`config.mk`:
```
export PLATFORM = sky130hd
export DESIGN_NAME = mc_control_fsm
export DESIGN_NICKNAME = d
export VERILOG_FILES = /design/src/rtl/mc_ctrl_pkg.sv /design/src/rtl/mc_alu_decoder.sv /design/src/rtl/mc_control_fsm.sv
export SDC_FILE = /design/constraint.sdc
export NUM_CORES = 1
export LEC_CHECK = 0
export CORE_MARGIN = 8
export CORE_UTILIZATION = 51
export DETAILED_ROUTE_END_ITERATION = 7
export PLACE_DENSITY = 0.94
export SLEW_MARGIN = 20
export SYNTH_ARGS = -nofsm -noshare
export SYNTH_HDL_FRONTEND = slang
export SYNTH_SLANG_ARGS = --single-unit
```
`constraint.sdc`:
```
create_clock -name clk -period 4.7 [get_ports clk]
set_input_delay 0.94 -clock clk [delete_from_list [all_inputs] [get_ports clk]]
set_output_delay 0.94 -clock clk [all_outputs]
set_load 0.05 [all_outputs]
```
`src/rtl/mc_ctrl_pkg.sv`:
```
// Shared definitions for the multi-cycle MIPS main controller: state encoding,
// instruction field constants, ALU operation codes and datapath select encodings.
package mc_ctrl_pkg;

    typedef enum logic [4:0] {
        S_FETCH  = 5'd0,
        S_DECODE = 5'd1,
        S_MEMADR = 5'd2,
        S_MEMRD  = 5'd3,
        S_MEMWB  = 5'd4,
        S_MEMWR  = 5'd5,
        S_RTYPE  = 5'd6,
        S_ALUWB  = 5'd7,
        S_ADDI   = 5'd8,
        S_SLTI   = 5'd9,
        S_IWB    = 5'd10,
        S_BEQ    = 5'd11,
        S_BNE    = 5'd12,
        S_JUMP   = 5'd13,
        S_JALS   = 5'd14,
        S_JR     = 5'd15,
        S_HALT   = 5'd16
    } state_t;

    typedef enum logic [1:0] {
        ALUOP_ADD,
        ALUOP_SUB,
        ALUOP_SLT,
        ALUOP_FUNCT
    } alu_op_t;

    localparam logic [5:0] OP_RTYPE = 6'b000000;
    localparam logic [5:0] OP_LW    = 6'b100011;
    localparam logic [5:0] OP_SW    = 6'b101011;
    localparam logic [5:0] OP_BEQ   = 6'b000100;
    localparam logic [5:0] OP_BNE   = 6'b000101;
    localparam logic [5:0] OP_ADDI  = 6'b001000;
    localparam logic [5:0] OP_SLTI  = 6'b001010;
    localparam logic [5:0] OP_J     = 6'b000010;
    localparam logic [5:0] OP_JAL   = 6'b000011;

    localparam logic [5:0] FN_ADD = 6'b100000;
    localparam logic [5:0] FN_SUB = 6'b100010;
    localparam logic [5:0] FN_AND = 6'b100100;
    localparam logic [5:0] FN_OR  = 6'b100101;
    localparam logic [5:0] FN_NOR = 6'b100111;
    localparam logic [5:0] FN_SLT = 6'b101010;
    localparam logic [5:0] FN_SLL = 6'b000000;
    localparam logic [5:0] FN_SRL = 6'b000010;
    localparam logic [5:0] FN_JR  = 6'b001000;

    localparam logic [3:0] ALU_ADD = 4'b0010;
    localparam logic [3:0] ALU_SUB = 4'b0110;
    localparam logic [3:0] ALU_AND = 4'b0000;
    localparam logic [3:0] ALU_OR  = 4'b0001;
    localparam logic [3:0] ALU_SLT = 4'b0111;
    localparam logic [3:0] ALU_NOR = 4'b1100;
    localparam logic [3:0] ALU_SLL = 4'b1000;
    localparam logic [3:0] ALU_SRL = 4'b1001;

    localparam logic [1:0] SRCB_REG    = 2'b00;
    localparam logic [1:0] SRCB_FOUR   = 2'b01;
    localparam logic [1:0] SRCB_IMM    = 2'b10;
    localparam logic [1:0] SRCB_IMM_SH = 2'b11;

    localparam logic [1:0] PCSRC_ALU    = 2'b00;
    localparam logic [1:0] PCSRC_ALUOUT = 2'b01;
    localparam logic [1:0] PCSRC_JUMP   = 2'b10;
    localparam logic [1:0] PCSRC_REG    = 2'b11;

    // The debug port is only 4 bits, so HALT folds onto 4'hF.
    function automatic logic [3:0] state_debug(input state_t s);
        logic [4:0] v;
        v = s;
        return (s == S_HALT) ? 4'hF : v[3:0];
    endfunction

endpackage

```
`src/rtl/mc_alu_decoder.sv`:
```
// Maps the controller's ALU-op class and the R-type Funct field onto an ALUControl
// code; funct_valid drops for R-type functs the datapath cannot execute.
module mc_alu_decoder
    import mc_ctrl_pkg::*;
(
    input  alu_op_t    i_alu_op,
    input  logic [5:0] i_funct,
    output logic [3:0] o_alu_control,
    output logic       o_funct_valid
);

    always_comb begin
        o_alu_control = ALU_ADD;
        o_funct_valid = 1'b1;
        case (i_alu_op)
            ALUOP_ADD: o_alu_control = ALU_ADD;
            ALUOP_SUB: o_alu_control = ALU_SUB;
            ALUOP_SLT: o_alu_control = ALU_SLT;
            ALUOP_FUNCT: begin
                case (i_funct)
                    FN_ADD:  o_alu_control = ALU_ADD;
                    FN_SUB:  o_alu_control = ALU_SUB;
                    FN_AND:  o_alu_control = ALU_AND;
                    FN_OR:   o_alu_control = ALU_OR;
                    FN_NOR:  o_alu_control = ALU_NOR;
                    FN_SLT:  o_alu_control = ALU_SLT;
                    FN_SLL:  o_alu_control = ALU_SLL;
                    FN_SRL:  o_alu_control = ALU_SRL;
                    default: o_funct_valid = 1'b0;
                endcase
            end
            default: o_alu_control = ALU_ADD;
        endcase
    end

endmodule

```
`src/rtl/mc_control_fsm.sv`:
```
// Moore main controller for the shared-memory multi-cycle MIPS datapath: sequences
// fetch/decode/execute, stalls on mem_ready and parks in HALT on a memory timeout.
module mc_control_fsm
    import mc_ctrl_pkg::*;
#(
    parameter int MEM_TIMEOUT = 255
) (
    input  logic       clk,
    input  logic       reset,
    input  logic [5:0] Opcode,
    input  logic [5:0] Funct,
    input  logic       Zero,
    input  logic       mem_ready,
    output logic       pc_en,
    output logic       IorD,
    output logic       MemRead,
    output logic       MemWrite,
    output logic       IRWrite,
    output logic       RegDst,
    output logic       MemtoReg,
    output logic       RegWrite,
    output logic       JAL,
    output logic       ALUSrcA,
    output logic [1:0] ALUSrcB,
    output logic [1:0] PCSource,
    output logic [3:0] ALUControl,
    output logic       retire,
    output logic       illegal,
    output logic       bus_err,
    output logic [3:0] state
);

    localparam int CNT_W = (MEM_TIMEOUT < 2) ? 1 : $clog2(MEM_TIMEOUT + 1);
    localparam logic [CNT_W-1:0] CNT_LIMIT = CNT_W'(MEM_TIMEOUT);

    state_t           r_state;
    state_t           w_state_next;
    logic [CNT_W-1:0] r_wait_cnt;
    logic             r_bus_err;

    logic       w_waiting, w_timeout, w_op_valid, w_funct_valid;
    alu_op_t    w_alu_op;
    logic [3:0] w_alu_control;
    logic       w_pc_write, w_branch, w_branch_ne, w_iord, w_mem_read, w_mem_write;
    logic       w_ir_write, w_reg_dst, w_mem_to_reg, w_reg_write, w_jal, w_alu_src_a;
    logic [1:0] w_alu_src_b, w_pc_source;
    logic       w_retire, w_illegal;

    assign w_waiting  = (r_state == S_FETCH) || (r_state == S_MEMRD) || (r_state == S_MEMWR);
    // A ready arriving in the limit cycle completes the access instead of faulting.
    assign w_timeout  = (MEM_TIMEOUT != 0) && w_waiting && !mem_ready && (r_wait_cnt == CNT_LIMIT);
    assign w_op_valid = Opcode inside {OP_RTYPE, OP_LW, OP_SW, OP_BEQ, OP_BNE,
                                       OP_ADDI, OP_SLTI, OP_J, OP_JAL};

    always_ff @(posedge clk) begin
        if (reset) begin
            r_state    <= S_FETCH;
            r_wait_cnt <= '0;
            r_bus_err  <= 1'b0;
        end else begin
            r_state <= w_state_next;
            if (w_timeout)
                r_bus_err <= 1'b1;
            if ((w_state_next != r_state) || !w_waiting || (MEM_TIMEOUT == 0))
                r_wait_cnt <= '0;
            else
                r_wait_cnt <= r_wait_cnt + CNT_W'(1);
        end
    end

    always_comb begin
        w_state_next = r_state;
        case (r_state)
            S_FETCH: begin
                if (mem_ready)      w_state_next = S_DECODE;
                else if (w_timeout) w_state_next = S_HALT;
            end
            S_DECODE: begin
                case (Opcode)
                    OP_RTYPE:     w_state_next = (Funct == FN_JR) ? S_JR : S_RTYPE;
                    OP_LW, OP_SW: w_state_next = S_MEMADR;
                    OP_BEQ:       w_state_next = S_BEQ;
                    OP_BNE:       w_state_next = S_BNE;
                    OP_ADDI:      w_state_next = S_ADDI;
                    OP_SLTI:      w_state_next = S_SLTI;
                    OP_J:         w_state_next = S_JUMP;
                    OP_JAL:       w_state_next = S_JALS;
                    default:      w_state_next = S_FETCH;
                endcase
            end
            S_MEMADR: w_state_next = (Opcode == OP_LW) ? S_MEMRD : S_MEMWR;
            S_MEMRD: begin
                if (mem_ready)      w_state_next = S_MEMWB;
                else if (w_timeout) w_state_next = S_HALT;
            end
            S_MEMWR: begin
                if (mem_ready)      w_state_next = S_FETCH;
                else if (w_timeout) w_state_next = S_HALT;
            end
            S_RTYPE:        w_state_next = w_funct_valid ? S_ALUWB : S_FETCH;
            S_ADDI, S_SLTI: w_state_next = S_IWB;
            S_HALT:         w_state_next = S_HALT;
            default:        w_state_next = S_FETCH;
        endcase
    end

    always_comb begin
        case (r_state)
            S_RTYPE:      w_alu_op = ALUOP_FUNCT;
            S_BEQ, S_BNE: w_alu_op = ALUOP_SUB;
            S_SLTI:       w_alu_op = ALUOP_SLT;
            default:      w_alu_op = ALUOP_ADD;
        endcase
    end

    mc_alu_decoder u_alu_decoder (
        .i_alu_op      (w_alu_op),
        .i_funct       (Funct),
        .o_alu_control (w_alu_control),
        .o_funct_valid (w_funct_valid)
    );

    always_comb begin
        w_pc_write   = 1'b0;
        w_branch     = 1'b0;
        w_branch_ne  = 1'b0;
        w_iord       = 1'b0;
        w_mem_read   = 1'b0;
        w_mem_write  = 1'b0;
        w_ir_write   = 1'b0;
        w_reg_dst    = 1'b0;
        w_mem_to_reg = 1'b0;
        w_reg_write  = 1'b0;
        w_jal        = 1'b0;
        w_alu_src_a  = 1'b0;
        w_alu_src_b  = SRCB_REG;
        w_pc_source  = PCSRC_ALU;
        w_retire     = 1'b0;
        w_illegal    = 1'b0;
        case (r_state)
            S_FETCH: begin
                w_mem_read  = 1'b1;
                w_alu_src_b = SRCB_FOUR;
                w_ir_write  = mem_ready;
                w_pc_write  = mem_ready;
            end
            S_DECODE: begin
                w_alu_src_b = SRCB_IMM_SH;
                w_illegal   = !w_op_valid;
            end
            S_MEMADR, S_ADDI, S_SLTI: begin
                w_alu_src_a = 1'b1;
                w_alu_src_b = SRCB_IMM;
            end
            S_MEMRD: begin
                w_mem_read = 1'b1;
                w_iord     = 1'b1;
            end
            S_MEMWB: begin
                w_reg_write  = 1'b1;
                w_mem_to_reg = 1'b1;
                w_retire     = 1'b1;
            end
            S_MEMWR: begin
                w_mem_write = 1'b1;
                w_iord      = 1'b1;
                w_retire    = mem_ready;
            end
            S_RTYPE: begin
                w_alu_src_a = 1'b1;
                w_illegal   = !w_funct_valid;
            end
            S_ALUWB: begin
                w_reg_write = 1'b1;
                w_reg_dst   = 1'b1;
                w_retire    = 1'b1;
            end
            S_IWB: begin
                w_reg_write = 1'b1;
                w_retire    = 1'b1;
            end
            S_BEQ, S_BNE: begin
                w_alu_src_a = 1'b1;
                w_pc_source = PCSRC_ALUOUT;
                w_branch    = (r_state == S_BEQ);
                w_branch_ne = (r_state == S_BNE);
                w_retire    = 1'b1;
            end
            S_JUMP, S_JALS: begin
                w_pc_write  = 1'b1;
                w_pc_source = PCSRC_JUMP;
                w_reg_write = (r_state == S_JALS);
                w_jal       = (r_state == S_JALS);
                w_retire    = 1'b1;
            end
            S_JR: begin
                w_pc_write  = 1'b1;
                w_pc_source = PCSRC_REG;
                w_retire    = 1'b1;
            end
            default: ;
        endcase
    end

    // Enables are masked during reset so an abandoned access cannot commit.
    assign pc_en      = ~reset & (w_pc_write | (w_branch & Zero) | (w_branch_ne & ~Zero));
    assign MemRead    = ~reset & w_mem_read;
    assign MemWrite   = ~reset & w_mem_write;
    assign IRWrite    = ~reset & w_ir_write;
    assign RegWrite   = ~reset & w_reg_write;
    assign JAL        = ~reset & w_jal;
    assign retire     = ~reset & w_retire;
    assign illegal    = ~reset & w_illegal;
    assign bus_err    = ~reset & r_bus_err;
    assign IorD       = w_iord;
    assign RegDst     = w_reg_dst;
    assign MemtoReg   = w_mem_to_reg;
    assign ALUSrcA    = w_alu_src_a;
    assign ALUSrcB    = w_alu_src_b;
    assign PCSource   = w_pc_source;
    assign ALUControl = w_alu_control;
    assign state      = state_debug(r_state);

endmodule

```
=== Word-level counts from Yosys, hierarchy flattened ===
Cells that the tools add are included.

* Bits in read-only memories: 0
* Bits in latches: 0
* Memories: 0
* Register bits after elaboration: 14
* Logic and storage cells: 114
* Memory bits (writable): 0

* Multiplexer cells: 31
* Shift-type cells: 0
* Divide/modulo/power cells: 0
* $mul: 0
* Bitwise gates (word level): 15
* Equal/unequal tests: 37
* Add/subtract/negate cells: 1
* Order comparisons: 0
* Reduce and logical (&&, ||, !) cells: 27

{| class="wikitable"
|+ Operators by type and width
! cell !! count
|-
| $eq A6 B6 Y1 const B || 8
|-
| $eq A5 B4 Y1 const B || 8
|-
| $pmux W5 S8 || 1
|-
| $pmux W4 S8 || 1
|-
| $pmux W4 S7 || 1
|-
| $eq A5 B3 Y1 const B || 4
|-
| $mux W5 || 4
|-
| $eq A6 B2 Y1 const B || 3
|-
| $eq A6 B4 Y1 const B || 3
|-
| $pmux W2 S3 || 3
|-
| $pmux W4 S4 || 1
|-
| $reduce_or A8 Y1 || 2
|-
| $reduce_or A2 Y1 || 7
|-
| $eq A6 B3 Y1 const B || 2
|-
| $logic_not A6 Y1 || 2
|-
| $mux W1 || 12
|-
| $and A1 B1 Y1 || 11
|-
| $eq A5 B2 Y1 const B || 2
|-
| $reduce_bool A9 Y1 || 1
|-
| $reduce_or A3 Y1 || 3
|-
| $add A8 B1 Y8 const B || 1
|-
| $eq A8 B8 Y1 const B || 1
|-
| $mux W4 || 2
|-
| $pmux W1 S2 || 4
|-
| other kinds (14) || 24
|}

=== Logic depth before layout (Yosys ltp) ===
* Word-level depth: 11
* Gate-level depth with buffers: 7

=== Modules after synthesis ===
A second synthesis with hierarchy kept.

* Cell total of the unflattened synthesis: 224
* Area, all modules: 1545.2 µm²

{| class="wikitable"
|+ By module, submodules not included
! module !! cells each !! area each (µm²) !! instances
|-
| mc_control_fsm || 196 || 1356.3 || 1
|-
| mc_alu_decoder || 28 || 188.9 || 1
|}

=== Worst setup path before layout ===
OpenSTA, ideal clock, no wires.

* Path type: register to output
* Start: reg r_state[1]
* End: out JAL
* Data arrival time: 2658 ps
* Setup slack: 1102 ps
* Cell stages (with the launch flop): 5
* Required time: 3760 ps
* Cells stage by stage: dfxtp_1 > clkbuf_1 > clkbuf_1 > nand2_1 > nor4b_1

* Cells in the longest elaborated chain, start to end: 4

{| class="wikitable"
|+ Ends and longest elaborated chain
! item !! line !! source
|-
| start: declaration || mc_control_fsm.sv:36 || <nowiki>state_t r_state;</nowiki>
|-
| start signal: assignment || mc_control_fsm.sv:61 || <nowiki>r_state <= w_state_next;</nowiki>
|-
| $eq A5 B4 Y1, on equally long branches || mc_control_fsm.sv:140, mc_control_fsm.sv:193 ||
|-
| $reduce_or A2 Y1 || mc_control_fsm.sv:140 || <nowiki>case (r_state)</nowiki>
|-
| $mux W1 * || mc_control_fsm.sv:140 ||
|-
| $and A1 B1 Y1 * || mc_control_fsm.sv:211 || <nowiki>assign JAL = ~reset & w_jal;</nowiki>
|-
| end: declaration || mc_control_fsm.sv:22 || <nowiki>output logic JAL,</nowiki>
|}

Mark *: on every way between the ends. The rest lies on a longest branch, timed or not.

=== Final worst setup path ===
* Start: in Opcode[1]
* End: out illegal

* Cells in the longest elaborated chain, start to end: 5

{| class="wikitable"
|+ Ends and longest elaborated chain
! item !! line !! source
|-
| start: declaration || mc_control_fsm.sv:10 || <nowiki>input logic [5:0] Opcode,</nowiki>
|-
| $eq A6 B6 Y1 (tied with other cells) || mc_control_fsm.sv:52 || <nowiki>assign w_op_valid = Opcode inside {OP_RTYPE, OP_LW, OP_SW, OP_BEQ, OP_BNE,</nowiki>
|-
| $reduce_bool A9 Y1 * || mc_control_fsm.sv:52 ||
|-
| $logic_not A1 Y1 * || mc_control_fsm.sv:149 || <nowiki>w_illegal = !w_op_valid;</nowiki>
|-
| $pmux W1 S2 * || mc_control_fsm.sv:140 ||
|-
| $and A1 B1 Y1 * || mc_control_fsm.sv:213 || <nowiki>assign illegal = ~reset & w_illegal;</nowiki>
|-
| end: declaration || mc_control_fsm.sv:28 || <nowiki>output logic illegal,</nowiki>
|}

Marks and branches as above.

==> metrics.txt <==
status=finished, final reports clean; minimum clock period=about 4200 ps; cts hold-fix bufs=0; Critical Path End Type=output pin; highest clock rate=about 240 MHz; total power=just over 0.3 mW; post-synthesis sequential area ratio=0.201; WP data arrival=3270 ps; Syn. warnings=0; dpl hpwl=2930 um; Worst Clk Skew=6.97 ps; Reg clk slew, reported paths=80 ps; global-route wire length before repair=a little under 7000 um; Logic pwr share=0.302; Detail Route Antenna Nets=0; cell chain of the critical path=clkdlybuf4s50_1 -> and3b_1 -> o21ai_1 -> a21oi_1 -> a211o_1 -> a21oi_1 -> clkdlybuf4s50_1; Die H=~68 um; GPL Wtd Cong=~0.9; maxcap violations=0; Switching Fraction=0.324; num ports=slightly above 40; Buf+Inv Stages, Crit Path=2; Int Power=0.208 mW; Fin. Hold Viols=0; Cell Rows=19; area delta synth->final=30.8%; Yosys reg bits=14; drt wl/cell=roughly 15 um; initial core utilization=0.523; largest net degree at the start of global routing=22; Setup Buffers After CTS=0; register share of total power=0.411; NetSw=roughly 0.1 mW; crit path max fanout=8; power per cell area=about 170 nW/um2; CP peak stage delay=around 840 ps; Syn Area/Cell=between 6 and 7 um2; Unique masters post-synth=53; CTS Buf Count=3; die area=approximately 4700 um2; CTS H-tree depth=1; worst slew pin tran=just over 700 ps; worst rel slew slack=0.529; Cells after Synth=just over 200; CP Data Required Time=3760 ps; final wirelength=about 4000 um; CTS root buffer=clkbuf_4; max-slew violations=0; core area=~2700 um2; Pre-Repair DR Iteration Count=6; initial antenna violation count=0; Clk pwr share=0.287; TritonCTS clock tree=built; clk_lat worst skew=approximately 280 ps; vias in the first global route=approximately 1500; n_diodes=0; kind of cell adding the most delay to the critical path=buffers and inverters; DRT iter0 DRCs=81; port bufs=40; Overflow after GRT=0; GRT Overall Usage=0.182; EDFF count, synth=0; CP max stage cell=clkdlybuf4s50_1; Nets=roughly 260; Final setup viols=0; CTS resizes=0; via count=1619; FFs w/ async S/R, synth=0; RSZ-0062 raised after global routing=false; peak supply drop=between 0.00015 and 0.0002 V; vias per inst=approximately 6; layout cells sized above 1=0.0630; Num Clock Sinks=14; Tcrit/Tclk final=0.896; Syn Nets=around 220; synthesized cell area=about 1400 um2; fin util=0.683; Leakage=between 0.6 and 0.7 nW; CP startpoint kind=input port; clock buffer depth=2; DRC viols=0; Setup Total Neg Slack=0 ps; predominant post-synthesis flop cell=dfxtp_1; Die W=around 68 um; Hold WC Path Type=reg -> reg; crit path kind=in -> out
## power groups by stage
stage	Sequential [mW]	Clock, mW	Combinational, mW
2_1_floorplan	0.125	0	0.0626
4_1_cts	0.126	0.0886	0.0923
6_report	0.126	0.0881	0.0927
3_3_place_gp	0.129	0	0.0904
5_1_grt	0.127	0.0943	0.101
3_5_place_dp	0.129	0	0.0917
## cell usage in the layout, fill, tap and decap left out, types with 2 or more instances in the layout
cell type,netlist,final
clkbuf_4,0,3
o21ai_1,2,2
xnor2_1,4,4
or2_2,3,3
clkdlybuf4s50_1,0,40
clkinv_1,2,2
and3_1,2,2
a211oi_1,2,2
nor2b_1,3,3
or3_1,4,4
a21o_1,2,2
a31oi_1,3,3
xor2_1,5,5
o21ai_0,5,5
and2_1,3,3
a21oi_1,18,18
nand2b_1,3,3
nand3_1,11,11
dfxtp_1,14,14
inv_1,5,5
nor3_1,18,18
nand4_1,5,5
nand2_1,23,23
nor2_1,27,27
o22ai_1,3,3
## worst register-to-register path, cell delays in order (launching register included)
cell	delay (ps)
dfxtp_1	790
or3b_4	500
or3_4	360
a211oi_4	330
a221oi_4	150
xnor2_4	190
nor3b_1	220
## cell type report
cell class              instances  area, um2
clock buffers                   4       36.3
repair buffers                 41        408
flip-flops and latches         14        280
inverters                       7       26.3
well taps                      31       38.8
fillers                       227        843
multi-input cells             172       1030
## layer usage
| metal | track usage | routed length (um) | up-vias |
|---|---|---|---|
| li1 | - | - | 803 |
| met5 | 0 | 0 | - |
| met1 | 0.228 | 1680 | 728 |
| met3 | 0.0393 | 380 | 8 |
| met4 | 0.0742 | 77 | 0 |
| met2 | 0.295 | 1850 | 80 |
## state kept, by name, indices dropped and copies added, names as in the netlist
name	count
r_bus_err	1
r_state	5
r_wait_cnt	8
## Yosys cell counts, types with 4 or more instances
cell type | count | share of area
nor2_1 | 27 | 0.073
nand2_1 | 23 | 0.062
a21oi_1 | 18 | 0.065
nor3_1 | 18 | 0.065
dfxtp_1 | 14 | 0.20
nand3_1 | 11 | 0.040
clkbuf_1 | 7 | 0.019
inv_1 | 5 | 0.013
nand4_1 | 5 | 0.022
o21ai_0 | 5 | 0.018
xor2_1 | 5 | 0.031
or3_1 | 4 | 0.018
xnor2_1 | 4 | 0.025
## metrics by stage
step           hold slack [ps]  setup WS, ps  cells  cell area, um2
2_1_floorplan              432          1100    205            1390
6_report                   457           491    269            1820
4_1_cts                    463           489    269            1820
3_3_place_gp               449           537    265            1780
3_5_place_dp               450           499    265            1780
5_1_grt                    503           368    269            1820
## kinds of logic (layout without fill, tap and decap cells)
family / after synthesis / count (layout) / share of synthesized area
AOI/OAI and AO/OA: 47 / 47 / 0.235
xor gates and xnor gates: 10 / 10 / 0.0764
adders and majority gates: 1 / 1 / 0.00899
buffers and inverters: 19 / 52 / 0.0585
DFF: 14 / 14 / 0.201
muxes: 1 / 1 / 0.00719
and+or+nand+nor: 113 / 113 / 0.413
## path summary, 6_finish.rpt
check / from / to / slack [ps] / cells after the start
worst max-delay path: Opcode[1] / illegal / 490 / 7
worst min-delay path: r_bus_err$_SDFFE_PP0P_ / r_bus_err$_SDFFE_PP0P_ / 460 / 2
worst max register to register: r_state[0]$_SDFF_PP0_ / r_wait_cnt[1]$_SDFF_PP0_ / 2080 / 6
worst min register to register: r_bus_err$_SDFFE_PP0P_ / r_bus_err$_SDFFE_PP0P_ / 460 / 2
Note: power is estimated with default switching activity, not from simulation.
==> variant 1: new RTL, config.mk and constraints unchanged <==
`MEM_TIMEOUT`: 255 -> 510.
--- a/src/rtl/mc_control_fsm.sv
+++ b/src/rtl/mc_control_fsm.sv
@@ -3,7 +3,7 @@
 module mc_control_fsm
     import mc_ctrl_pkg::*;
 #(
-    parameter int MEM_TIMEOUT = 255
+    parameter int MEM_TIMEOUT = 510
 ) (
     input  logic       clk,
     input  logic       reset,
Behaviour: same outputs for any inputs over 10 cycles, from zero or initial values and one cycle with reset high; that may be too few to reach the edited logic, so the function may still have changed.
==> variant 1 against the unedited design <==
Cell area grew 9.8%; area after synthesis grew 14%; wire length grew 7.0%; setup slack lost 140 ps; clock skew shrank 6.2 ps; global-route usage shrank 2.0 points; sequential power grew 7%; count of clock-buffer cells in the layout is the same; sequential cell count grew 1; total power shrank 2.9%; largest cell class unchanged; largest power group unchanged.
==> variant 1: results (changes against the unedited design) <==
stage,metric,value,unit,change
run_status,status,"finished, final reports clean",,unchanged
finish,Inverters,8,,was 7
global_route,first-pass GRT wire length,7100,um,was 6740 um
finish,Plain + repair buffers,43,,was 41
sta,Final Worst Setup Slack,348,ps,was 491 ps
drt,DR iter-0 viols,86,,was 81
finish,fillcell total,284,,was 227
pwr,sw frac,33.0,%,was 32.4%
synth,post-synthesis mux area share,0.707,%,was 0.719%
place,post-DP HPWL,3180,um,was 2930 um
drt,detailed-route wire length per cell,14.7,um,was 14.8 um
place,GP Congestion,0.865,,was 0.887
setup_path,Worst path max stage delay,700,ps,was 840 ps
synth,Post-Syn Nets,247,,was 222
place,dpl cell area,1970,um2,was 1780 um2
synth,Synth Area in Adders,1.57,%,was 0.899%
pwr,clock share of power,24.1,%,was 28.7%
global_route,vias in the first global route,1585,,was 1496
global_route,pin count of the biggest net entering global routing,29,,was 22
sta,Slew @ Worst Pin,756,ps,was 706 ps
finish,NumNets Final,277,,was 256
pwr,Pleak,0.696,nW,was 0.640 nW
sta,WHS,480,ps,was 457 ps
sta,Clock Skew,0.758,ps,was 6.97 ps
pwr,highest ir drop seen on vdd,0.000130,V,was 0.000153 V
pwr,P_int,0.000200,W,was 0.000208 W
pwr,flip-flop and latch power,0.000135,W,was 0.000126 W
synth,syn avg cell area,6.96,um2,was 6.79 um2
finish,clock network area share,1.32,%,was 1.99%
drt,Via-to-Cell Ratio,6.12,,was 6.02
place,Cell Count Post-Placement,287,,was 265
global_route,All-Layer GR Usage,16.2,%,was 18.2%
place,Post-Place Worst Slack,387,ps,was 499 ps
drt,DRT Wirelength,4270,um,was 3990 um
synth,sequential area share after synthesis,18.9,%,was 20.1%
-- variant 1: cell count changes after synthesis, sizes merged, moves of 3 or more --
cell	unedited run	this run
a211oi	3	10
buf	5	11
nor3	19	13
a21oi	18	13
o21ai	7	12
inv	5	8
nand2	23	20
nand3b	1	4
nand4	5	2
nor2	27	24
-- variant 1: cell families after synthesis --
kind of cell / after synthesis
AOI/OAI and AO/OA: 60
xor gates and xnor gates: 10
adders and majority gates: 2
buffers and inverters: 26
DFF: 15
muxes: 1
and+or+nand+nor: 115
-- variant 1: tightest hold or removal path, delay by kind of cell (launching register included) --
family	cells	cell delay (ps)
AOI/OAI and AO/OA	1	40
and+or+nand+nor	1	80
DFF	1	330
-- variant 1: per-layer routing --
layer | vias up | GRT usage, % | part of all wire, %
li1 | 902 | - | -
met1 | 836 | 20.9 | 47
met2 | 40 | 26.5 | 46
met3 | 4 | 4.60 | 5.8
met4 | 0 | 2.04 | 0.54
met5 | - | 0 | 0
==> variant 2: new RTL, same flow settings <==
Made on the original files. Register the output `bus_err`; this adds one clock of latency there. The other outputs are not delayed to match.
--- a/src/rtl/mc_control_fsm.sv
+++ b/src/rtl/mc_control_fsm.sv
@@ -211,7 +211,9 @@
     assign JAL        = ~reset & w_jal;
     assign retire     = ~reset & w_retire;
     assign illegal    = ~reset & w_illegal;
-    assign bus_err    = ~reset & r_bus_err;
+    always_ff @(posedge clk) begin
+        bus_err <= ~reset & r_bus_err;
+    end
     assign IorD       = w_iord;
     assign RegDst     = w_reg_dst;
     assign MemtoReg   = w_mem_to_reg;
Formal check against the unedited RTL: no difference found for any inputs over 10 cycles, from zero or initial values and one cycle with reset high; that may be too few to reach the edited logic, so the function may still have changed.
==> variant 2 against the unedited design <==
Sequential cell count increased by 1; sequential share of layout area increased by 0.93 points; wire length increased by 12%; setup slack got worse by 86 ps; area after synthesis increased by 3.4%; global-route usage decreased by 0.28 points; clock power decreased by 14%; total power increased by 1.9%; cell area increased by 1.0%.
==> variant 2: results (changes against the unedited design) <==
stage,metric,value,unit,change
synth,Async SR Flop Fraction,0,%,unchanged
setup_path,R2R Path Start,r_state[1]$_SDFF_PP0_,,was r_state[0]$_SDFF_PP0_
drt,met3 WL post-DR,360,um,was 380 um
global_route,first-pass GRT wire length,7430,um,was 6740 um
drt,routed vias,1685,,was 1619
finish,NumNets Final,249,,was 256
clocking,Clock Pin Slew Worst Setup and Hold Paths,100,ps,was 80 ps
place,post-DP HPWL,3280,um,was 2930 um
setup_path,Worst path max stage delay,710,ps,was 840 ps
synth,synth cell count leaders,"nor2_1 (23), dfxtp_1 (15), nand2_1 (14), a21oi_1 (11), nor3_1 (10)",,"was nor2_1 (27), nand2_1 (23), a21oi_1 (18), nor3_1 (18), dfxtp_1 (14)"
drt,met1 wire length,1850,um,was 1680 um
synth,Post-Syn Nets,218,,was 222
pwr,highest ir drop seen on vdd,0.000197,V,was 0.000153 V
synth,synth unique cells,52,,was 53
drt,top sig layer,met4,,unchanged
setup_path,Register-to-Register Path Depth,5,,was 6
setup_path,R2R setup slack,2010,ps,was 2080 ps
drt,Met2 Wirelength,2230,um,was 1850 um
global_route,vias in the first global route,1538,,was 1496
setup_path,CP max-delay cell,clkdlybuf4s50_1,,unchanged
global_route,All-Layer GR Usage,17.9,%,was 18.2%
finish,fillcell total,233,,was 227
worst_hold_path,HP Start,r_wait_cnt[0]$_SDFF_PP0_,,was r_bus_err$_SDFFE_PP0P_
finish,ANT cells,0,,unchanged
pwr,Pleak,0.614,nW,was 0.640 nW
place,Post-Place Worst Slack,424,ps,was 499 ps
worst_hold_path,Hold Crit Endpoint,r_wait_cnt[0]$_SDFF_PP0_,,was r_bus_err$_SDFFE_PP0P_
finish,biggest regs,"r_wait_cnt: 8 flops, r_state: 5 flops",,"was r_wait_cnt: 8 flops, r_state: 5 flops, r_bus_err: 1 flops"
setup_path,Worst Path Arrival,3360,ps,was 3270 ps
run_status,status,"finished, final reports clean",,unchanged
place,dpl cell area,1810,um2,was 1780 um2
drt,TritonRoute pass-1 iters,4,,was 6
place,GP Congestion,0.832,,was 0.887
drt,DRT Wirelength,4470,um,was 3990 um
setup_path,Crit Reg-Reg Endpoint,r_wait_cnt[3]$_SDFF_PP0_,,was r_wait_cnt[1]$_SDFF_PP0_
worst_hold_path,hold depth,1,,was 2
finish,share of cells above drive strength 1,5.19,%,was 6.30%
drt,DR iter-0 viols,191,,was 81
synth,largest cells by area after synthesis,"dfxtp_1 (21%), nor2_1 (6.0%), a21oi_1 (3.8%), a211oi_1 (3.7%), nand2_1 (3.7%)",,"was dfxtp_1 (20%), nor2_1 (7.3%), a21oi_1 (6.5%), nor3_1 (6.5%), nand2_1 (6.2%)"
synth,sequential area share after synthesis,20.9,%,was 20.1%
## variant 2: cells by family (layout without fill, tap and decap cells)
kind of cell	Yosys count	after routing	synth area share, %
compound gates	51	51	25.4
xor+xnor	11	11	6.70
fa+ha+maj	1	1	0.869
buf+inv	22	52	7.04
flops	15	15	20.9
simple gates	101	101	39.1
## variant 2: worst max-delay path by stage
stage	startpoint	endpoint	slack, ps	cells past startpoint
2_1_floorplan	mem_ready	retire	960	4
3_3_place_gp	Funct[5]	illegal	530	6
3_5_place_dp	Funct[5]	illegal	420	6
4_1_cts	Funct[5]	illegal	420	6
5_1_grt	Funct[5]	illegal	370	6
6_report	Funct[5]	illegal	410	6
## variant 2: stage by stage
step / hold WS (ps) / cells
CTS: 467 / 262
global placement: 441 / 258
detailed placement: 454 / 258
global route: 496 / 262
floorplan: 423 / 201
finish: 470 / 262
## variant 2: cell type report
class / count / area, um2 / share of cell area [%]
multi-input cells: 164 / 1040 / 56.4
repair buffers: 41 / 408 / 22.2
flip-flops and latches: 15 / 300 / 16.3
well taps: 31 / 38.8 / 2.11
inverters: 7 / 26.3 / 1.43
clock buffers: 3 / 22.5 / 1.23
clock inverters: 1 / 5.00 / 0.272
## variant 2: per-layer routing
metal | global-route usage, % | vias up
met5 | 0 | -
met4 | 5.01 | 0
met3 | 4.58 | 6
met2 | 29.7 | 86
met1 | 22.1 | 776
li1 | - | 817
## variant 2: power by group
| part | internal (W) | switching (W) | total, W |
|---|---|---|---|
| sequential | 0.000130 | 0.00000559 | 0.000135 |
| clock | 0.0000317 | 0.0000438 | 0.0000755 |
| combinational | 0.0000411 | 0.0000610 | 0.000102 |
